==> config.mk <==
export PLATFORM = sky130hd
export DESIGN_NAME = core_sequencer
export DESIGN_NICKNAME = d
export VERILOG_FILES = /design/src/rtl/core_sequencer_pkg.sv /design/src/rtl/ctrl_wait_timer.sv /design/src/rtl/core_sequencer.sv
export SDC_FILE = /design/constraint.sdc
export NUM_CORES = 1
export LEC_CHECK = 0
export ABC_AREA = 0
export BUFFER_PORTS_ARGS = -buffer_cell sky130_fd_sc_hd__buf_2
export CAP_MARGIN = 20
export CORE_UTILIZATION = 56
export CTS_CLUSTER_SIZE = 28
export DETAILED_ROUTE_END_ITERATION = 6
export GPL_ROUTABILITY_DRIVEN = 1
export PLACE_DENSITY_LB_ADDON = 0.05
export SLEW_MARGIN = 10
export SYNTH_ARGS = -nofsm -noshare
export SYNTH_HDL_FRONTEND = slang
export SYNTH_SLANG_ARGS = --single-unit
==> constraint.sdc <==
create_clock -name clk -period 3.3 [get_ports clk]
set_input_delay 0 -clock clk [delete_from_list [all_inputs] [get_ports clk]]
set_output_delay 0 -clock clk [all_outputs]
set_load 0.01 [all_outputs]
==> src/rtl/core_sequencer_pkg.sv <==
// core_sequencer_pkg: RV32I control types shared by the sequencer, its timer and the decoder interface.
// Rev 1.0
`default_nettype none

package core_sequencer_pkg;

  localparam int unsigned c_timer_w = 16;

  typedef enum logic [3:0] {
    S_IDLE   = 4'd0,
    S_FETCH  = 4'd1,
    S_IWAIT  = 4'd2,
    S_DECODE = 4'd3,
    S_EXEC   = 4'd4,
    S_MEM    = 4'd5,
    S_MWAIT  = 4'd6,
    S_WB     = 4'd7,
    S_ERR    = 4'd8
  } ctrl_state_e;

  typedef enum logic [1:0] {
    WB_ALU = 2'd0,
    WB_MEM = 2'd1,
    WB_PC4 = 2'd2,
    WB_CSR = 2'd3
  } wb_from_e;

  typedef enum logic [1:0] {
    MEM_NONE  = 2'd0,
    MEM_LOAD  = 2'd1,
    MEM_STORE = 2'd2
  } mem_op_e;

  typedef enum logic {
    REG_NO = 1'b0,
    REG_WE = 1'b1
  } reg_we_e;

  // States in which the sequencer is blocked on a memory handshake.
  function automatic logic is_wait_state(input ctrl_state_e s);
    return (s == S_FETCH) || (s == S_IWAIT) || (s == S_MEM) || (s == S_MWAIT);
  endfunction

endpackage

`default_nettype wire

==> src/rtl/ctrl_wait_timer.sv <==
// ctrl_wait_timer: cycle counter with clear/enable and an expiry flag at a programmable limit.
// Rev 1.0
`default_nettype none

module ctrl_wait_timer #(
  parameter int unsigned WIDTH = 16
) (
  input  logic             clk,
  input  logic             rst_n,
  input  logic             i_clear,
  input  logic             i_enable,
  input  logic [WIDTH-1:0] i_limit,
  output logic             o_expired
);

  logic [WIDTH-1:0] r_count;

  // r_count holds the number of earlier cycles spent in the current wait state.
  always_ff @(posedge clk or negedge rst_n) begin
    if (!rst_n) begin
      r_count <= '0;
    end else if (i_clear || !i_enable) begin
      r_count <= '0;
    end else if (r_count != '1) begin
      r_count <= r_count + WIDTH'(1);
    end
  end

  // A zero limit disables expiry.
  assign o_expired = i_enable && (i_limit != '0) && (r_count == (i_limit - WIDTH'(1)));

endmodule

`default_nettype wire

==> src/rtl/core_sequencer.sv <==
// core_sequencer: multi-cycle RV32I fetch/decode/execute/mem/writeback control FSM.
// Rev 1.0
`default_nettype none

module core_sequencer
  import core_sequencer_pkg::*;
#(
  parameter int unsigned WAIT_TIMEOUT = 255,
  parameter logic [31:0] NOP_INSTR    = 32'h0000_0013
) (
  input  logic        clk,
  input  logic        rst_n,
  input  logic        run,
  output logic        imem_req,
  input  logic        imem_gnt,
  input  logic        imem_rvalid,
  input  logic [31:0] imem_rdata,
  output logic [31:0] ir,
  output logic        ir_valid,
  input  wb_from_e    wb_from,
  input  mem_op_e     mem_op,
  input  reg_we_e     r_we,
  input  reg_we_e     csr_we,
  output logic        dmem_req,
  output logic        dmem_we,
  input  logic        dmem_gnt,
  input  logic        dmem_rvalid,
  output logic        pc_we,
  output logic        rf_we,
  output logic        csr_we_o,
  output logic [63:0] instret,
  output logic        err,
  output ctrl_state_e state
);

  localparam logic [c_timer_w-1:0] c_wait_limit = c_timer_w'(WAIT_TIMEOUT);

  ctrl_state_e r_state;
  ctrl_state_e w_next;
  logic [31:0] r_ir;
  logic        r_ir_valid;
  logic [63:0] r_instret;
  logic        r_err;
  logic        w_expired;
  logic        w_in_wait;
  logic        w_timer_clear;
  logic        w_mem_access;

  assign w_mem_access  = (wb_from == WB_MEM) || (mem_op == MEM_STORE);
  assign w_in_wait     = is_wait_state(r_state);
  assign w_timer_clear = (w_next != r_state);

  ctrl_wait_timer #(
    .WIDTH (c_timer_w)
  ) u_wait_timer (
    .clk       (clk),
    .rst_n     (rst_n),
    .i_clear   (w_timer_clear),
    .i_enable  (w_in_wait),
    .i_limit   (c_wait_limit),
    .o_expired (w_expired)
  );

  // A handshake completing in the same cycle the timer expires takes priority.
  always_comb begin
    w_next = r_state;
    unique case (r_state)
      S_IDLE:   if (run) w_next = S_FETCH;
      S_FETCH: begin
        if (imem_gnt)       w_next = S_IWAIT;
        else if (w_expired) w_next = S_ERR;
      end
      S_IWAIT: begin
        if (imem_rvalid)    w_next = S_DECODE;
        else if (w_expired) w_next = S_ERR;
      end
      S_DECODE: w_next = S_EXEC;
      S_EXEC:   w_next = w_mem_access ? S_MEM : S_WB;
      S_MEM: begin
        if (dmem_gnt)       w_next = S_MWAIT;
        else if (w_expired) w_next = S_ERR;
      end
      S_MWAIT: begin
        if (dmem_rvalid)    w_next = S_WB;
        else if (w_expired) w_next = S_ERR;
      end
      S_WB:     w_next = run ? S_FETCH : S_IDLE;
      S_ERR:    w_next = S_ERR;
      default:  w_next = S_IDLE;
    endcase
  end

  always_ff @(posedge clk or negedge rst_n) begin
    if (!rst_n) begin
      r_state    <= S_IDLE;
      r_ir       <= NOP_INSTR;
      r_ir_valid <= 1'b0;
      r_instret  <= 64'd0;
      r_err      <= 1'b0;
    end else begin
      r_state <= w_next;
      if ((r_state == S_IWAIT) && imem_rvalid) begin
        r_ir       <= imem_rdata;
        r_ir_valid <= 1'b1;
      end
      if (r_state == S_WB) begin
        r_instret  <= r_instret + 64'd1;
        r_ir_valid <= 1'b0;
      end
      if (w_next == S_ERR) begin
        r_err <= 1'b1;
      end
    end
  end

  assign imem_req = (r_state == S_FETCH);
  assign dmem_req = (r_state == S_MEM);
  assign dmem_we  = dmem_req && (mem_op == MEM_STORE);
  assign pc_we    = (r_state == S_WB);
  assign rf_we    = pc_we && (r_we == REG_WE);
  assign csr_we_o = pc_we && (csr_we == REG_WE);

  assign ir       = r_ir;
  assign ir_valid = r_ir_valid;
  assign instret  = r_instret;
  assign err      = r_err;
  assign state    = r_state;

endmodule

`default_nettype wire

==> flow_summary.json <==
{
  "area_growth_pct": 32.9,
  "min_period_ns": 2.55,
  "numPortBuffers": 152,
  "yosys_register_bits": 118,
  "cts.path.max_buffers": 2,
  "drv_cap": 0,
  "grt_usage_pct": 27.6,
  "holdCritPathClass": "primary input to flip-flop",
  "endpoint_kind": "flip-flop",
  "fin_tns_setup_ns": 0,
  "final_cell_mix": "151 x buf_2, 115 x dfrtp_1, 42 x nor2_1",
  "final_common_cell": "buf_2",
  "wire_per_inst_microns": 16.0,
  "slowest_delay_ns": 0.65,
  "status": "finished, final reports clean",
  "leakagePower_nw": 3.63,
  "die_area_sq_um": 10200,
  "cpMaxStageDelayCell": "dfrtp_1",
  "syn_nets": 543,
  "ios": 153,
  "syn-cell-area_sq_um": 5470,
  "grt_max_degree": 66,
  "final_hold_viol_count": 0,
  "initial_utilization_pct": 58.4,
  "path_max_fanout": 16,
  "synth_cells": 495,
  "worst_pin_slew_ns": 0.822,
  "cts_setup_buffers": 0,
  "dp_hpwl_microns": 8700,
  "crit_buf_inv": 0,
  "crit_type": "flip-flop to flip-flop",
  "routed_via_density": 5.36,
  "dr.pass1.iters": 4,
  "whs_ns": 0.0593,
  "r2r-end": "instret[61]$_DFFE_PN0P_",
  "rows": 35,
  "max-slew-margin-rel_pct": 44.7,
  "clock-sinks": 118,
  "cp_common_cell": "nor4_1",
  "crit_chain": "nand4b_1 > nor4_1 > nand4_1 > nor4_1 > xor2_1",
  "crit_arrival_ns": 3.00,
  "drt-initial-drc-count": 152,
  "avgSynthCellArea_sq_um": 11.1,
  "start_kind": "flip-flop",
  "nFillCells": 649,
  "synth_edf_count": 0,
  "setup_viol": 0,
  "grt_pass1_wl_microns": 21400,
  "cts_htree_levels": 4,
  "period_share_pct": 77.4,
  "synthFlopType": "dfrtp_1",
  "die_w_microns": 101,
  "maxSlewViolCount": 0,
  "power_w": 0.00472,
  "crit_end": "instret[61]$_DFFE_PN0P_",
  "antenna_found_initial": 0,
  "crit_family": "simple AND/OR/NAND/NOR gates",
  "n_antenna_cell": 0,
  "routed_wirelength_microns": 13300,
  "ant_nets": 0,
  "rrSetupSlack_ns": 0.75,
  "ys_warn_count": 0,
  "rsz0062_at_grt": "false",
  "startpoint": "state[1]$_DFF_PN0_",
  "synth_cell_types": 47,
  "r2r_cells": 5,
  "gp_congestion": 0.871,
  "path_depth": 5,
  "yosysSeqAreaShare_pct": 54.0,
  "vias": 4465,
  "root_buffer": "clkbuf_8",
  "worst-endpoint-required_ns": 3.75,
  "hold_buffers": 36,
  "remaining_drc_errors": 0,
  "core_area_sq_um": 9370,
  "overflow": 0,
  "p_per_area_nw_per_um2": 648,
  "timing.fmax_mhz": 392,
  "drive_gt1_share_pct": 33.7,
  "grt_pass1_vias": 4280,
  "ir_worst_vdd_v": 0.000477,
  "clkTransAtPathRegs_ns": 0.06,
  "r2r-start": "state[1]$_DFF_PN0_",
  "synth-async-reset-ratio_pct": 100,
  "nNetsFinal": 739,
  "tritoncts": "yes",
  "cts_inserted_buffers": 17,
  "clock_skew_ns": 0.0123,
  "clock_latency_ns": 0.53,
  "die_y_microns": 101,
  "post_cts_resized": 0
}
-- flip-flops by register name, indices dropped and copies added, names as in the netlist --
signal / flops
ir: 32
ir_valid: 1
u_wait_timer.r_count: 16
err: 1
state: 4
instret: 64
-- how the worst min path moves through the flow --
| stage | from | end | slack (ns) | depth (start not counted) |
|---|---|---|---|---|
| 5_1_grt | dmem_gnt | state[1]$_DFF_PN0_ | 0.07 | 4 |
| 3_3_place_gp | rst_n | instret[11]$_DFFE_PN0P_ | 0.14 | 1 |
| 4_1_cts | dmem_rvalid | state[3]$_DFF_PN0_ | 0.04 | 4 |
| 3_5_place_dp | rst_n | instret[13]$_DFFE_PN0P_ | 0.15 | 1 |
| 2_1_floorplan | rst_n | err$_DFFE_PN0N_ | -0.30 | 0 |
| 6_report | dmem_rvalid | state[3]$_DFF_PN0_ | 0.06 | 4 |
-- per-stage QoR --
stage,util [%],cells,setup WS [ns],cell area [sq um]
after floorplan,-,495,1.29,5470
after global placement,67.9,765,0.863,6360
after detailed placement,67.9,765,0.723,6360
after CTS,77.7,833,0.729,7280
after global routing,77.7,833,0.544,7280
final,77.7,833,0.746,7280
-- power by group --
part / switching [W] / internal [W] / leakage [nW]
combinational: 0.000553 / 0.000527 / 1.80
sequential: 0.000215 / 0.00171 / 1.57
clock: 0.000689 / 0.00102 / 0.252
-- worst register-to-register path: stages, from the launching register on --
cell and delay [ns]:
dfrtp_1 0.65, nand4b_1 0.32, nor4_1 0.44, nand4_1 0.45
nor4_1 0.43, xor2_1 0.18
-- cells in the mapped netlist, types with 2 or more instances --
master,count,area share [%]
ha_1,3,0.69
mux2_2,34,7.0
a211oi_1,5,0.69
mux2i_1,2,0.37
nand4_1,23,2.6
xnor2_1,41,6.6
nor4_1,21,2.4
and3_1,11,1.3
nand2_1,33,2.3
nand3_1,34,3.1
and2_1,6,0.69
nor2b_1,2,0.23
nor2_1,42,2.9
xor2_1,33,5.3
and4_1,5,0.80
dfrtp_1,115,53
o21ai_0,4,0.37
nand4b_1,3,0.48
buf_2,5,0.46
dfstp_2,3,1.4
a21oi_1,5,0.46
inv_1,18,1.2
clkbuf_1,8,0.55
nor3_1,12,1.1
or2_2,5,0.57
-- per-layer routing --
metal	share of wire, %	up-vias	GRT usage [%]	routed length [microns]
met5	0	-	0	0
met4	1.4	0	8.47	187
met3	5.4	16	8.04	721
met2	51	145	46.3	6830
met1	42	2173	34.7	5550
li1	-	2131	-	-
-- cells by family (layout without fill, tap and decap cells) --
| family | after synthesis | count (layout) | share of synthesized area, % |
|---|---|---|---|
| and+or+nand+nor | 209 | 209 | 20.9 |
| DFF | 118 | 118 | 54.0 |
| xor gates and xnor gates | 74 | 74 | 11.8 |
| muxes | 36 | 36 | 7.36 |
| buffers and inverters | 32 | 241 | 2.33 |
| AOI/OAI and AO/OA | 23 | 23 | 2.88 |
| adders and majority gates | 3 | 3 | 0.686 |
-- layout make-up --
class	count	area, sq um	area share [%]
Sequential cell	118	2960	40.6
Multi-Input combinational cell	345	2390	32.8
Timing Repair Buffer	191	1150	15.7
Clock buffer	18	428	5.88
Tap cell	129	161	2.22
Clock inverter	14	128	1.75
Inverter	18	67.6	0.928
Note: power is estimated with default switching activity, not from simulation.
